### src/rtl/block_tokenizer.sv
// block_tokenizer: splits a byte stream into words, classifies BEGIN/END/OTHER and queues tokens
// Defining BLOCK_TOKENIZER_WS_SEP_EN makes tab, LF and CR separators alongside space.
module block_tokenizer #(
  parameter int FIFO_DEPTH = 4,
  parameter int LEN_W = 8
) (
  input  logic             clk,
  input  logic             reset,
  input  logic             in_valid,
  output logic             in_ready,
  input  logic [7:0]       in,
  input  logic             eos,
  output logic             tok_valid,
  input  logic             tok_ready,
  output logic [1:0]       tok_type,
  output logic [LEN_W-1:0] tok_len,
  output logic [15:0]      word_count
);
  localparam int AW = $clog2(FIFO_DEPTH);
  typedef enum logic [3:0] {S_IDLE, S_B, S_BE, S_BEG, S_BEGI, S_BEGIN, S_E, S_EN, S_END, S_OTHER} state_t;
  state_t st, st_nx;
  logic [LEN_W-1:0] len, len_nx, push_len;
  logic [1:0] push_type;
  logic push, pop, accept, is_sep;
  logic [7:0] c;
  logic [LEN_W+1:0] mem [FIFO_DEPTH];
  logic [AW-1:0] wp, rp;
  logic [AW:0] cnt;
  function automatic logic [1:0] kind(input state_t s);
    return s == S_BEGIN ? 2'b01 : s == S_END ? 2'b10 : 2'b00;
  endfunction
`ifdef BLOCK_TOKENIZER_WS_SEP_EN
  assign is_sep = in == 8'h20 || in == 8'h09 || in == 8'h0a || in == 8'h0d;
`else
  assign is_sep = in == 8'h20;
`endif
  assign c = (in >= "A" && in <= "Z") ? (in | 8'h20) : in;
  assign in_ready = cnt != (AW+1)'(FIFO_DEPTH);
  assign tok_valid = cnt != '0;
  assign accept = in_valid && in_ready;
  assign pop = tok_valid && tok_ready;
  assign tok_type = tok_valid ? mem[rp][LEN_W+1:LEN_W] : 2'b00;
  assign tok_len = tok_valid ? mem[rp][LEN_W-1:0] : '0;
  always_comb begin
    st_nx = st;
    len_nx = len;
    push = 1'b0;
    push_type = 2'b00;
    push_len = len;
    if (accept && is_sep) begin
      st_nx = S_IDLE;
      len_nx = '0;
      push = st != S_IDLE;
      push_type = kind(st);
    end else if (accept) begin
      case (st)
        S_IDLE:  st_nx = c == "b" ? S_B : c == "e" ? S_E : S_OTHER;
        S_B:     st_nx = c == "e" ? S_BE : S_OTHER;
        S_BE:    st_nx = c == "g" ? S_BEG : S_OTHER;
        S_BEG:   st_nx = c == "i" ? S_BEGI : S_OTHER;
        S_BEGI:  st_nx = c == "n" ? S_BEGIN : S_OTHER;
        S_E:     st_nx = c == "n" ? S_EN : S_OTHER;
        S_EN:    st_nx = c == "d" ? S_END : S_OTHER;
        default: st_nx = S_OTHER;
      endcase
      len_nx = len == '1 ? len : len + 1'b1;
      // eos closes the word that includes this byte
      if (eos) begin
        push = 1'b1;
        push_type = kind(st_nx);
        push_len = len_nx;
        st_nx = S_IDLE;
        len_nx = '0;
      end
    end
  end
  always_ff @(posedge clk or negedge reset) begin
    if (!reset) begin
      st <= S_IDLE;
      len <= '0;
      word_count <= '0;
      wp <= '0;
      rp <= '0;
      cnt <= '0;
    end else begin
      st <= st_nx;
      len <= len_nx;
      if (push) word_count <= word_count + 16'd1;
      if (push) wp <= wp + 1'b1;
      if (pop) rp <= rp + 1'b1;
      if (push != pop) cnt <= push ? cnt + 1'b1 : cnt - 1'b1;
    end
  end
  always_ff @(posedge clk)
    if (push) mem[wp] <= {push_type, push_len};
endmodule

### config.mk
export PLATFORM = sky130hd
export DESIGN_NAME = block_tokenizer
export DESIGN_NICKNAME = d
export VERILOG_FILES = /design/src/rtl/block_tokenizer.sv
export SDC_FILE = /design/constraint.sdc
export NUM_CORES = 1
export LEC_CHECK = 0
export BUFFER_PORTS_ARGS = -buffer_cell sky130_fd_sc_hd__buf_2
export CORE_MARGIN = 2
export CORE_UTILIZATION = 40
export CTS_CLUSTER_SIZE = 14
export DETAILED_ROUTE_END_ITERATION = 16
export GPL_TIMING_DRIVEN = 0
export PLACE_DENSITY = 0.67
export REMOVE_ABC_BUFFERS = 1
export SLEW_MARGIN = 20
export SYNTH_ARGS = -nofsm -noshare
export SYNTH_HDL_FRONTEND = slang
export SYNTH_SLANG_ARGS = --single-unit
export TNS_END_PERCENT = 10
### constraint.sdc
create_clock -name clk -period 2.5 [get_ports clk]
set_input_delay 0 -clock clk [delete_from_list [all_inputs] [get_ports clk]]
set_output_delay 0 -clock clk [all_outputs]
set_load 0.05 [all_outputs]
After elaboration in Yosys (flattened, before gate mapping)

Memory sizes are Yosys's and may differ from the RTL's.
Cells that the tools add are included.
Widths: inputs -> output; s select.

Add/subtract/negate cells: 6
Magnitude comparators: 2
Eq/ne operators: 20
Mux-type cells: 37
Reduce and logical (&&, ||, !) cells: 8

Operators by type and width:

| kind                  | number |
|---|---|
| $mux 8                | 8 |
| $eq 8x7->1 const B    | 6 |
| $mux 4                | 12 |
| $pmux 4 s7            | 1 |
| $eq 4x3->1 const B    | 5 |
| $add 16x1->16 const B | 1 |
| $mux 2                | 8 |
| $add 8x1->8 const B   | 1 |
| $eq 4x2->1 const B    | 2 |
| $eq 4x4->1 const B    | 2 |
| $eq 8x6->1 const B    | 1 |
| $eq 8x8->1 const B    | 1 |
| $ge 8x7->1 const B    | 1 |
| $le 8x7->1 const B    | 1 |
| $mux 1                | 6 |
| $mux 6                | 1 |
| $add 2x1->2 const B   | 2 |
| $eq 4x1->1 const B    | 1 |
| $logic_and 1x1->1     | 4 |
| $logic_not 4->1       | 1 |
| $reduce_bool 4->1     | 1 |
| $add 3x1->3 const B   | 1 |
| $mux 3                | 1 |
| $ne 3x3->1 const B    | 1 |
| other kinds (4)       | 4 |

Flip-flop bits (word level): 35
RAM bits: 40
Word-level logic and storage cells: 80
Memories: 1

Memory list:

| name | words | width | read ports | clocked after Yosys merged registers in | write ports | line | source |
|---|---|---|---|---|---|---|---|
| mem  | 4     | 10    | 1          | 0                                       | 1           | 26   | `logic [LEN_W+1:0] mem [FIFO_DEPTH];` |

Longest topological paths before layout

Depth after elaboration: 15
Depth in mapped cells: 9
Gate-level depth less buffers: 7

Worst setup path before layout

OpenSTA, ideal clock, no wires.

Path kind: register to register
Start: register cnt[0]
End: register cnt[2]
Arrival: 2162 ps
Required time: 2377 ps
Slack: 215 ps
Stages on the path, launching flop included: 9
Clock period less this slack: 2285 ps
Cells stage by stage: dfrtp_1 or3b_4 nand2_2 nor3_4 buf_4 fa_1 nor4_1 a2bb2oi_1 xnor2_1

Longest elaborated chain between the ends: 5
Elaborated cells between the ends (all ways): 11
Classes of those cells: add/sub: 2; eq/ne: 2; mux: 3; reduce/logical: 4

Ends and longest elaborated chain:

| item                                               | line   | source |
|---|---|---|
| from (decl)                                        | 28     | `logic [AW:0] cnt;` |
| from (signal assigned)                             | 91     | `if (push != pop) cnt <= push ? cnt + 1'b1 : cnt - 1'b1;` |
| $ne 3x3->1 (*)                                     | 38     | `assign in_ready = cnt != (AW+1)'(FIFO_DEPTH);` |
| named net in_ready                                 | 10     | `output logic in_ready,` |
| $logic_and 1x1->1 (*)                              | 40     | `assign accept = in_valid && in_ready;` |
| $mux 1 / $logic_and 1x1->1 (equally long branches) | 55, 50 |  |
| $mux 1 (*)                                         | 50     | `if (accept && is_sep) begin` |
| $mux 3 / $ne 1x1->1 (equally long branches)        | 91     |  |

Mark *: on every way through the listed nets, which the timed path passes. The rest lies on a longest branch.
A chain may end at the register's enable or synchronous reset.

Final worst setup path

Start: register st[0]
End: register cnt[2]

Longest elaborated chain between the ends: 3
Elaborated cells between the ends (all ways): 4
Classes of those cells: eq/ne: 1; mux: 2; reduce/logical: 1

Ends and longest elaborated chain:

| item                                        | line | source |
|---|---|---|
| from (decl)                                 | 21   | `state_t st, st_nx;` |
| from (signal assigned)                      | 86   | `st <= st_nx;` |
| $reduce_bool 4->1 (*)                       | 53   | `push = st != S_IDLE;` |
| $mux 1 (*)                                  | 50   |  |
| $mux 3 / $ne 1x1->1 (equally long branches) | 91   |  |

Mark *: on every way between the ends. The rest lies on a longest branch, timed or not.

==> impl_metrics.env <==
export IMPL_seq_area_frac_synth=0.554
export IMPL_netlist_top_cells_count="edfxtp_1, dfrtp_1, xnor2_1, nand2_1, nand3_1"
export IMPL_worstSkewPairLatency_ps=350
export IMPL_synth_compound_area_frac=0.0707
export IMPL_crit_path_frequent_cell="nor4_2"
export IMPL_vias_per_cell=5.45
export IMPL_fin_worst_skew_ps=13.7
export IMPL_overflow=0
export IMPL_synth_cell_type_count=60
export IMPL_hpwl_um=4840
export IMPL_critPathMaxFanout=15
export IMPL_die_area_um2=10200
export IMPL_grt_pass1_wl_um=11700
export IMPL_synth_simple_area_share=0.192
export IMPL_critPathLaunchType="flop"
export IMPL_finalHoldViolCount=0
export IMPL_diodes=0
export IMPL_cp_cell_sequence="nor4_2, and3_4, nor3_4, fa_1, nor4_2, a2bb2oi_1, xnor2_1"
export IMPL_slew_limit_headroom=0.470
export IMPL_drtAntennaViolNets=0
export IMPL_cts_htree_levels=3
export IMPL_ios=41
export IMPL_fin_nets=357
export IMPL_drc=0
export IMPL_clk_pin_slew_ps=70
export IMPL_final_cells=453
export IMPL_ys_seq_elements=75
export IMPL_antenna_found_initial=0
export IMPL_synthCells=296
export IMPL_hold_path_class="in -> reg"
export IMPL_grt_pass1_vias=2364
export IMPL_postSynthAreaPerCell_um2=12.7
export IMPL_area_growth_pct=13.8
export IMPL_routed_wl_um=6910
export IMPL_routabilityCongestion=0.807
export IMPL_status="finished, final reports clean"
export IMPL_async_flop_share=0.467
export IMPL_required_ps=2740
export IMPL_holdWs_ps=126
export IMPL_min_period_over_period=0.938
export IMPL_grt_max_degree=36
export IMPL_cap_violations=0
export IMPL_dr_pass1_iters=4
export IMPL_crit_path_end_kind="flop"
export IMPL_synth_main_ff_cell="edfxtp_1"
export IMPL_grt_use_total=0.149
export IMPL_synth_xor_area_frac=0.0631
export IMPL_cts_buffers=9
export IMPL_cpMaxStageDelayCell="dfrtp_1"
export IMPL_cts_sinks=75
export IMPL_ir_worst_vdd_mv=0.416
export IMPL_die_w_um=101
export IMPL_synthAdderAreaFrac=0.0254
export IMPL_synth_top_area_frac=0.320
export IMPL_synth_enable_flop_cells=40
export IMPL_wl_per_cell_um=15.3
export IMPL_worstPathArrival_ps=2580
export IMPL_post_cts_buffers=0
export IMPL_vias=2469
export IMPL_cts_root_buf="clkbuf_8"
export IMPL_io_buffers=40
export IMPL_grt_setup_unrepaired="no"
export IMPL_core_area_um2=9150
export IMPL_p_leak_nw=1.69
export IMPL_report_final_slew_viol_count=0
export IMPL_drive_gt1_frac=0.240
export IMPL_slowest_delay_ps=520
export IMPL_cellPowerDensity_nw_per_um2=1040
export IMPL_syn_area_um2=3750
export IMPL_synth_top_family_by_area="simple AND/OR/NAND/NOR gates"
export IMPL_placedCellCount=435
export IMPL_yosysTopAreaCell="edfxtp_1"
export IMPL_synthTopCellsByArea="edfxtp_1, dfrtp_1, mux4_2"
export IMPL_fp_dieH_um=101
export IMPL_worst_pin_slew_ps=795
export IMPL_fin_crit_ps=2350
export IMPL_drtIter0Drc=151
export IMPL_synth_mux_area_frac=0.0687
export IMPL_initial_utilization=0.410
export IMPL_cts_tree="done"
export IMPL_criticalPathCategory="reg -> reg"
export IMPL_clockBufferDepth=2
export IMPL_setup_violations=0
export IMPL_rows=35
export IMPL_yosys_cell_count_top_type="edfxtp_1"
export IMPL_fmax_ghz=0.426
export IMPL_synth_warning_count=0
-- cells by family after synthesis --
| logic type | after synthesis |
|---|---|
| muxes | 13 |
| buffers and inverters | 21 |
| adders and majority gates | 7 |
| and+or+nand+nor | 113 |
| DFF | 75 |
| xor gates and xnor gates | 27 |
| AOI/OAI and AO/OA | 40 |
-- metrics by stage --
step | power, W | worst slack (ps) | instance area (um2) | utilization | TNS, ps
6_report | 0.00446 | 154 | 4270 | 0.466 | 0
5_1_grt | 0.00473 | 5.00 | 4270 | 0.466 | 0
4_1_cts | 0.00449 | 42.2 | 4250 | 0.464 | 0
3_5_place_dp | 0.00357 | -16.0 | 4030 | 0.440 | -16.0
3_3_place_gp | 0.00353 | 15.9 | 4030 | 0.440 | 0
2_1_floorplan | 0.00314 | 234 | 3690 | - | 0
-- flip-flops by register name, summed over array words and instances, names as in the netlist --
signal / count
wp: 2
rp: 2
word_count: 16
cnt: 3
len: 8
mem: 40
st: 4
-- path summary, 6_finish.rpt --
check	cells after the start	startpoint	slack, ps	end
worst max-delay path	7	st[0]	150	cnt[2]
worst min-delay path	4	eos	130	st[2]
worst max register to register	7	st[0]	150	cnt[2]
worst min register to register	1	word_count[13]	480	word_count[13]
max in group asynchronous	2	reset	1670	st[1]
min in group asynchronous	2	reset	270	word_count[2]
-- per-layer routing --
layer,global-route usage,up-vias,part of all wire
li1,-,1193,-
met1,0.208,1208,0.48
met2,0.220,59,0.46
met3,0.0430,9,0.050
met4,0.0558,0,0.014
met5,0,-,0
-- cell type report --
class,instances,area (um2)
fill,823,4880
sequential,75,2080
multi-input combinational,200,1600
timing repair buffer,42,220
clock buffer,13,181
tap,111,139
inverter,9,33.8
clock inverter,3,18.8
-- cell usage in the layout (no fill, tap or decap), types with 5 or more instances in the layout --
| master | synthesis | layout |
|---|---|---|
| clkbuf_8 | 0 | 9 |
| buf_2 | 6 | 40 |
| edfxtp_1 | 40 | 40 |
| nor2_1 | 8 | 8 |
| inv_1 | 9 | 9 |
| and3_1 | 12 | 12 |
| nand2_1 | 18 | 18 |
| o21ai_0 | 10 | 10 |
| nand3_1 | 17 | 17 |
| xnor2_1 | 20 | 20 |
| ha_1 | 6 | 6 |
| mux4_2 | 10 | 10 |
| and2_1 | 16 | 16 |
| or3_1 | 5 | 5 |
| xor2_1 | 7 | 7 |
| dfrtp_1 | 35 | 33 |
| a21oi_1 | 7 | 7 |
-- critical path, delay by kind of cell (launching register included) --
| family | cells | cell delay, ps |
|---|---|---|
| and+or+nand+nor | 4 | 1010 |
| DFF | 1 | 520 |
| adders and majority gates | 1 | 460 |
| xor gates and xnor gates | 1 | 130 |
| AOI/OAI and AO/OA | 1 | 120 |
-- power breakdown --
group          internal [W]  switching (W)
sequential          0.00154       0.000263
clock              0.000481       0.000438
combinational      0.000623        0.00112
-- what timing repair did --
item,CTS,global route
endpoints found under the hold margin,37,0
hold buffers,2,0
resized for setup,1,5
endpoints found under the setup margin,1,41
gates cloned,0,0
Note: power is estimated with default switching activity, not from simulation.
